### src/rtl/rst_seq_ctrl_pkg.sv
// Shared state type, default parameters and helpers for the rst_seq_ctrl reset sequencer.
package rst_seq_ctrl_pkg;

    localparam int DEF_HOLD_CYCLES   = 10;
    localparam int DEF_SETTLE_CYCLES = 10;
    localparam int DEF_DIV_W         = 16;

    typedef enum logic [2:0] {
        ST_ASSERT  = 3'd0,
        ST_RELEASE = 3'd1,
        ST_RUN     = 3'd2,
        ST_GATED   = 3'd3
    } seq_state_t;

    function automatic int max_int(input int a, input int b);
        return (a > b) ? a : b;
    endfunction

endpackage

### src/rtl/rst_seq_ctrl_clk_en_div.sv
// Clock-enable divider: holds div_q and the free-running count that produces enable pulses.
module clk_en_div
    import rst_seq_ctrl_pkg::*;
#(
    parameter int DIV_W = DEF_DIV_W
) (
    input  logic             clk,
    input  logic             rst,
    input  logic [DIV_W-1:0] div_value,
    input  logic             div_load,
    input  logic             advance,
    output logic             hit
);

    logic [DIV_W-1:0] div_q;
    logic [DIV_W-1:0] cnt;

    // The count only advances while the FSM stays in RUN, so it is zero on every RUN entry.
    always_ff @(posedge clk) begin
        if (rst) begin
            div_q <= '0;
            cnt   <= '0;
        end else begin
            if (div_load) begin
                div_q <= div_value;
            end
            if (advance && !hit) begin
                cnt <= cnt + DIV_W'(1);
            end else begin
                cnt <= '0;
            end
        end
    end

    assign hit = (cnt >= div_q);

endmodule

### src/rtl/rst_seq_ctrl.sv
// Peripheral reset sequencer: ASSERT -> RELEASE -> RUN/GATED, with a divided clock enable.
// Define RST_SEQ_CTRL_CNT_EN to add the saturating software-reset counter output rst_cnt_o.
module rst_seq_ctrl
    import rst_seq_ctrl_pkg::*;
#(
    parameter int HOLD_CYCLES   = DEF_HOLD_CYCLES,
    parameter int SETTLE_CYCLES = DEF_SETTLE_CYCLES,
    parameter int DIV_W         = DEF_DIV_W
) (
    input  logic             clk_i,
    input  logic             rst_i,
    input  logic             sw_rst_i,
    input  logic             gate_i,
    input  logic [DIV_W-1:0] div_i,
    input  logic             div_load_i,
    output logic             periph_rst_o,
    output logic             periph_clk_en_o,
    output logic             busy_o,
    output logic             ready_o,
    output logic [2:0]       state_o
`ifdef RST_SEQ_CTRL_CNT_EN
    ,
    output logic [15:0]      rst_cnt_o
`endif
);

    localparam int TIMER_W = $clog2(max_int(HOLD_CYCLES, SETTLE_CYCLES) + 1);
    localparam logic [TIMER_W-1:0] HOLD_LAST   = TIMER_W'(HOLD_CYCLES - 1);
    localparam logic [TIMER_W-1:0] SETTLE_LAST = TIMER_W'(SETTLE_CYCLES - 1);

    seq_state_t         state_q;
    seq_state_t         state_d;
    logic [TIMER_W-1:0] timer_q;
    logic [TIMER_W-1:0] timer_d;
    logic               sw_rst_take;
    logic               div_hit;
    logic               cnt_advance;

    // A software request during ASSERT is dropped so it cannot stretch the hold time.
    assign sw_rst_take = sw_rst_i && (state_q != ST_ASSERT);
    assign cnt_advance = (state_q == ST_RUN) && (state_d == ST_RUN);

    always_ff @(posedge clk_i) begin
        if (rst_i) begin
            state_q <= ST_ASSERT;
            timer_q <= '0;
        end else begin
            state_q <= state_d;
            timer_q <= timer_d;
        end
    end

    always_comb begin
        state_d = state_q;
        timer_d = '0;
        if (sw_rst_take) begin
            state_d = ST_ASSERT;
        end else begin
            case (state_q)
                ST_ASSERT: begin
                    if (timer_q == HOLD_LAST) state_d = ST_RELEASE;
                    else                      timer_d = timer_q + TIMER_W'(1);
                end
                ST_RELEASE: begin
                    if (timer_q == SETTLE_LAST) state_d = ST_RUN;
                    else                        timer_d = timer_q + TIMER_W'(1);
                end
                ST_RUN: begin
                    if (gate_i) state_d = ST_GATED;
                end
                ST_GATED: begin
                    if (!gate_i) state_d = ST_RUN;
                end
                default: state_d = ST_ASSERT;
            endcase
        end
    end

    always_comb begin
        periph_rst_o    = 1'b0;
        periph_clk_en_o = 1'b0;
        busy_o          = 1'b0;
        ready_o         = 1'b0;
        state_o         = state_q;
        case (state_q)
            ST_ASSERT: begin
                periph_rst_o = 1'b1;
                busy_o       = 1'b1;
            end
            ST_RELEASE: busy_o = 1'b1;
            ST_RUN: begin
                ready_o         = 1'b1;
                periph_clk_en_o = div_hit;
            end
            ST_GATED: ;
            default: begin
                periph_rst_o = 1'b1;
                busy_o       = 1'b1;
            end
        endcase
    end

    clk_en_div #(
        .DIV_W (DIV_W)
    ) u_div (
        .clk       (clk_i),
        .rst       (rst_i),
        .div_value (div_i),
        .div_load  (div_load_i),
        .advance   (cnt_advance),
        .hit       (div_hit)
    );

`ifdef RST_SEQ_CTRL_CNT_EN
    logic [15:0] rst_cnt_q;

    always_ff @(posedge clk_i) begin
        if (rst_i) begin
            rst_cnt_q <= '0;
        end else if (sw_rst_take && (rst_cnt_q != 16'hFFFF)) begin
            rst_cnt_q <= rst_cnt_q + 16'd1;
        end
    end

    assign rst_cnt_o = rst_cnt_q;
`else
    // Counter build option disabled: sw_rst_i only steers the FSM.
`endif

endmodule

### config.mk
export PLATFORM = sky130hd
export DESIGN_NAME = rst_seq_ctrl
export DESIGN_NICKNAME = d
export VERILOG_FILES = /design/src/rtl/rst_seq_ctrl_pkg.sv /design/src/rtl/rst_seq_ctrl_clk_en_div.sv /design/src/rtl/rst_seq_ctrl.sv
export SDC_FILE = /design/constraint.sdc
export NUM_CORES = 1
export LEC_CHECK = 0
export BUFFER_PORTS_ARGS = -buffer_cell sky130_fd_sc_hd__buf_2
export CAP_MARGIN = 20
export CORE_MARGIN = 5
export CORE_UTILIZATION = 40
export DETAILED_ROUTE_END_ITERATION = 7
export PLACE_DENSITY = 0.59
export SYNTH_ARGS = -nofsm -noshare
export SYNTH_HDL_FRONTEND = slang
export SYNTH_SLANG_ARGS = --single-unit
### constraint.sdc
create_clock -name clk_i -period 2.2 [get_ports clk_i]
set_input_delay 0 -clock clk_i [delete_from_list [all_inputs] [get_ports clk_i]]
set_output_delay 0 -clock clk_i [all_outputs]
set_load 0.02 [all_outputs]
## Word level (Yosys, flattened, before mapping)

Index checks and enable logic that the tools add are counted.

- Memories: 0
- Latch bits: 0
- Memory bits (writable): 0
- Bits in read-only memories: 0
- Output and inout bits: 7
- Word-level logic and storage cells: 35
- Input port bits: 21
- Flip-flop bits (word level): 39

- Bitwise logic cells: 2
- Divide/modulo/power cells: 0
- Multipliers: 0
- Shift-type cells: 0
- Reduce and logical (&&, ||, !) cells: 11
- Muxes and demuxes: 10
- Equality and inequality tests: 5
- Add/sub/neg operators: 2
- Order comparisons: 1

Operators with widths:

| operator | number |
|---|---|
| adder 16 x 1 -> 16 bit (second input constant) | 1 |
| greater-or-equal comparator 16 bit | 1 |
| 2-to-1 mux 3 bit | 5 |
| case mux 3 bit (4 select lines) | 1 |
| equality test 3 x 2 -> 1 bit (second input constant) | 3 |
| OR reduction 2 bit | 3 |
| adder 4 x 1 -> 4 bit (second input constant) | 1 |
| equality test 4 bit (second input constant) | 1 |
| 2-to-1 mux 1 bit | 4 |
| OR reduction 4 bit | 1 |
| equality test 3 x 1 -> 1 bit (second input constant) | 1 |
| logical AND 1 bit | 3 |
| logical NOT 3 bit | 1 |
| nonzero test 3 bit | 1 |
| OR reduction 3 bit | 1 |
| inverter 1 bit | 2 |
| logical NOT 1 bit | 1 |

## Longest topological paths before layout

- Depth in word-level cells: 9
- Mapped depth: 7
- Mapped depth without buffers: 6

## Cells and area by module

A second synthesis with hierarchy kept.

- Cell total of the unflattened synthesis: 216
- Area total of the unflattened synthesis: 2,060.7 um2

By module, submodules not included:

| module | times used | cells each | area an instance (um2) | seq. area each (um2) |
|---|---|---|---|---|
| clk_en_div | 1 | 182 | 1,740.4 | 640.6 |
| rst_seq_ctrl | 1 | 34 | 320.3 | 140.1 |

## Worst setup path after synthesis

No wires, ideal clock.

- Path type: register to register
- Start: reg u_div.div_q[13]
- End: reg u_div.cnt[10]
- Clock period less this slack: 1.980 ns
- Path buffers: 1
- Data required time: 2.056 ns
- Arrival time: 1.836 ns
- Stages on the path, launching flop included: 8
- Library setup time: 0.144 ns
- Slack: 0.220 ns
- Cells stage by stage: dfxtp_1 inv_1 ha_1 nand4_2 or3_4 o31ai_4 buf_6 nor4_2

- Cells in the longest elaborated chain, start to end: 5

RTL lines:

| what | line | RTL |
|---|---|---|
| start, declared | rst_seq_ctrl_clk_en_div.sv:15 | `logic [DIV_W-1:0] div_q;` |
| start signal, assigned | rst_seq_ctrl_clk_en_div.sv:25 | `div_q <= div_value;` |
| greater-or-equal comparator 16 bit | rst_seq_ctrl_clk_en_div.sv:35 | `assign hit = (cnt >= div_q);` |
| logical NOT 1 bit | rst_seq_ctrl_clk_en_div.sv:27 | `if (advance && !hit) begin` |
| logical AND 1 bit | rst_seq_ctrl_clk_en_div.sv:27 |  |
| inverter 1 bit (no source line) | -- |  |
| OR reduction 2 bit (no source line) | -- |  |
| end signal, assigned | rst_seq_ctrl_clk_en_div.sv:28 | `cnt <= cnt + DIV_W'(1);` |
| end, declared | rst_seq_ctrl_clk_en_div.sv:16 | `logic [DIV_W-1:0] cnt;` |

No other way between the ends.
A chain may end at the register's enable or synchronous reset.

## Worst setup path in the final report

- Start: reg u_div.cnt[0]
- End: out periph_clk_en_o

- Cells in the longest elaborated chain, start to end: 2

RTL lines:

| what | line | RTL |
|---|---|---|
| greater-or-equal comparator 16 bit | rst_seq_ctrl_clk_en_div.sv:35 |  |
| 2-to-1 mux 1 bit | rst_seq_ctrl.sv:85 | `case (state_q)` |
| end, declared | rst_seq_ctrl.sv:17 | `output logic periph_clk_en_o,` |

No other way between the ends.

==> flow_summary_export.csv <==
group,metric,value,unit
clock_tree,clk_pin_slew_worst_paths,0.07,ns
sta,fmax,480,MHz
sta,period_minus_slack,2.08,ns
logic_synthesis,synth_nets,256,
die,fp.dieW,83.5,um
power_and_ir_drop,seqPwrFrac,53.5,%
logic_synthesis,yosys-top-cells-area,"dfxtp_1, ha_1, mux2i_1, nor4_2, nor2_1",
logic_synthesis,yosys-top-cells-count,"dfxtp_1, nor2_1, ha_1",
logic_synthesis,synth.cell_area,0.00216,mm^2
logic_synthesis,ys_async_sr_fraction,0,%
setup_path,crit_fanout,4,
status,status,"completed",
route,top_layer_used,"met4",
sta,finalWorstSetupSlack,0.117,ns
setup_path,arrival,2.08,ns
logic_synthesis,synth-seq-area-share,36.2,%
clock_tree,cts_buffers,5,
placed_design,dp_slack,0.0946,ns
sta,worst_pin_slew,0.507,ns
placed_design,place_hpwl,3180,um
route,dr_total_vias,1719,
power_and_ir_drop,combinationalPowerShare,11.0,%
die,rows,26,
die,coreArea,0.00517,mm^2
placed_design,globalplace.congestion,0.800,
global_route,grt_pass1_wl,7690,um
clock_tree,clk-insertion-delay-late,0.29,ns
logic_synthesis,ys_types,48,
logic_synthesis,synth-edff-count,0,
global_route,antenna_found_initial,0,
setup_path,required,2.20,ns
sta,hold_violations,0,
clock_tree,numClockSinks,39,
clock_tree,cts_tree,"done",
route,viasPerCell,5.04,
setup_path,start_kind,"flop",
power_and_ir_drop,vdd_drop_max,0.390,mV
power_and_ir_drop,clkPwrFrac,35.4,%
power_and_ir_drop,powerDensity,497,mW/mm^2
clock_tree,cts-htree-levels,2,
finish,syn_to_final_growth,28.2,%
clock_tree,clockBufferDepth,2,
logic_synthesis,synth_area_per_cell,9.99,um^2
global_route,grt_pass1_vias,1661,
route,wl_per_cell,13.0,um
power_and_ir_drop,sw_frac_of_total,23.6,%
logic_synthesis,ys_warn_count,0,
sta,setup_viol,0,
finish,final_util,53.5,%
logic_synthesis,yosysTopAreaCellShare,36.2,%
sta,skew,0.00567,ns
global_route,grt_usage,13.3,%
clock_tree,root_buffer,"clkbuf_8",
route,met2_length,2070,um
placed_design,dp_cells,316,
logic_synthesis,synthCells,216,
power_and_ir_drop,leakagePower,0.00109,uW
logic_synthesis,synthFlopType,"dfxtp_1",
placed_design,numPortBuffers,27,
route,drtIter0Drc,41,
power_and_ir_drop,p_switching,324,uW
die,pin_count,28,
route,drt-met1-wl,2090,um
die,die_area,0.00696,mm^2
sta,max_slew_margin,66.2,%
die,die_y,83.5,um
sta,drv_slew,0,
global_route,gr-total-overflow,0,
finish,n_antenna_cell,0,
route,drt_pass1_iterations,4,
finish,fin_cells,341,
logic_synthesis,yosys.area.top_type,"dfxtp_1",
logic_synthesis,yosys.cell_count.top_type,"dfxtp_1",
sta,tns,0,ns
logic_synthesis,ys_seq_elements,39,
route,dr_wl_met3,200,um
job,cap_violations,0,
route,remaining_drc_errors,0,
route,wirelength,4430,um
finish,final_nets,311,
hold_path,hp-class,"input pin to flop",
route,antenna_left,0,
global_route,grt_start_max_net_pins,21,
power_and_ir_drop,p_int,1050,uW
sta,timing.final.crit_share,94.7,%
setup_path,endpoint_kind,"output pin",
setup_path,regToRegSetupSlack,0.14,ns
setup_path,worstSetupPathType,"flop to output pin",
die,start_util,41.7,%
finish,drive_gt1_share,26.9,%
[per-layer routing]
metal,vias up,track usage [%]
li1,883,-
met5,-,0
met3,7,3.55
met1,797,17.4
met4,0,5.41
met2,32,20.6
[power by group through the flow]
stage	logic [uW]	clock network [uW]	registers, uW
global route	169	534	739
global placement	112	0	753
detailed placement	114	0	754
CTS	141	511	737
finish	152	487	736
floorplan	78.1	0	752
[sequential cells by signal, summed over array words and instances, names as in the netlist]
signal	cells
u_div.cnt	16
state_o	3
timer_q	4
u_div.div_q	16
[logic make-up after synthesis]
family | share of synthesized area [%]
compound gates | 9.33
xor+xnor | 5.68
fa+ha+maj | 11.0
buf+inv | 4.81
flops | 36.2
mux | 7.94
other cells | 0.174
simple gates | 24.9
[cell usage in the layout, fill, tap and decap left out, drive strengths merged, types with 3 or more instances in the layout]
cell         netlist  final
a2111oi            4      4
nand2b             3      3
nor3               5      5
xor2               6      6
xnor2              8      8
dfxtp             39     39
o31ai              3      3
nor2              24     24
a21oi              5      5
nor4              16     16
mux2i             16     16
inv               18     18
dlygate4sd3        0     17
ha                19     19
nand4              8      8
buf                4     38
nand3              4      4
o21a               3      3
nand2              9      9
clkbuf             3      6
[stage by stage]
step / power (uW) / area, um^2 / hold slack [ns]
finish: 1380 / 2770 / 0.0324
global route: 1440 / 2770 / 0.0318
CTS: 1390 / 2700 / 0.0248
detailed placement: 868 / 2420 / 0.241
global placement: 865 / 2420 / 0.232
floorplan: 830 / 2160 / 0.0787
[final cells by class]
| cell class | instances | area (um^2) |
|---|---|---|
| well taps | 70 | 87.6 |
| flip-flops and latches | 39 | 785 |
| multi-input cells | 152 | 1350 |
| inverters | 18 | 67.6 |
| repair buffers | 55 | 394 |
| clock inverters | 1 | 5.00 |
| clock buffers | 6 | 82.6 |
| fillers | 486 | 2410 |
[path summary, 6_finish.rpt]
path,startpoint,endpoint,cells past startpoint
worst min register to register,u_div.cnt[0]$_SDFF_PP0_,u_div.cnt[0]$_SDFF_PP0_,1
worst max-delay path,u_div.cnt[0]$_SDFF_PP0_,periph_clk_en_o,7
worst max register to register,u_div.cnt[0]$_SDFF_PP0_,u_div.cnt[5]$_SDFF_PP0_,8
worst min-delay path,gate_i,u_div.cnt[6]$_SDFF_PP0_,4
[critical path, stage by stage (launching register included)]
cell,delay [ns]
dfxtp_4,0.37
inv_1,0.04
ha_1,0.29
nand2b_4,0.15
a2111oi_4,0.44
nor3_4,0.05
o31a_1,0.30
buf_4,0.16
[repair_timing]
action	in CTS	in global routing
resized for setup	2	11
hold buffers	17	0
endpoints found under the setup margin	1	1
buffers inserted	0	1
hold endpoints to repair	17	0
pin swaps	1	3
Power figures use the tool's default switching activity.
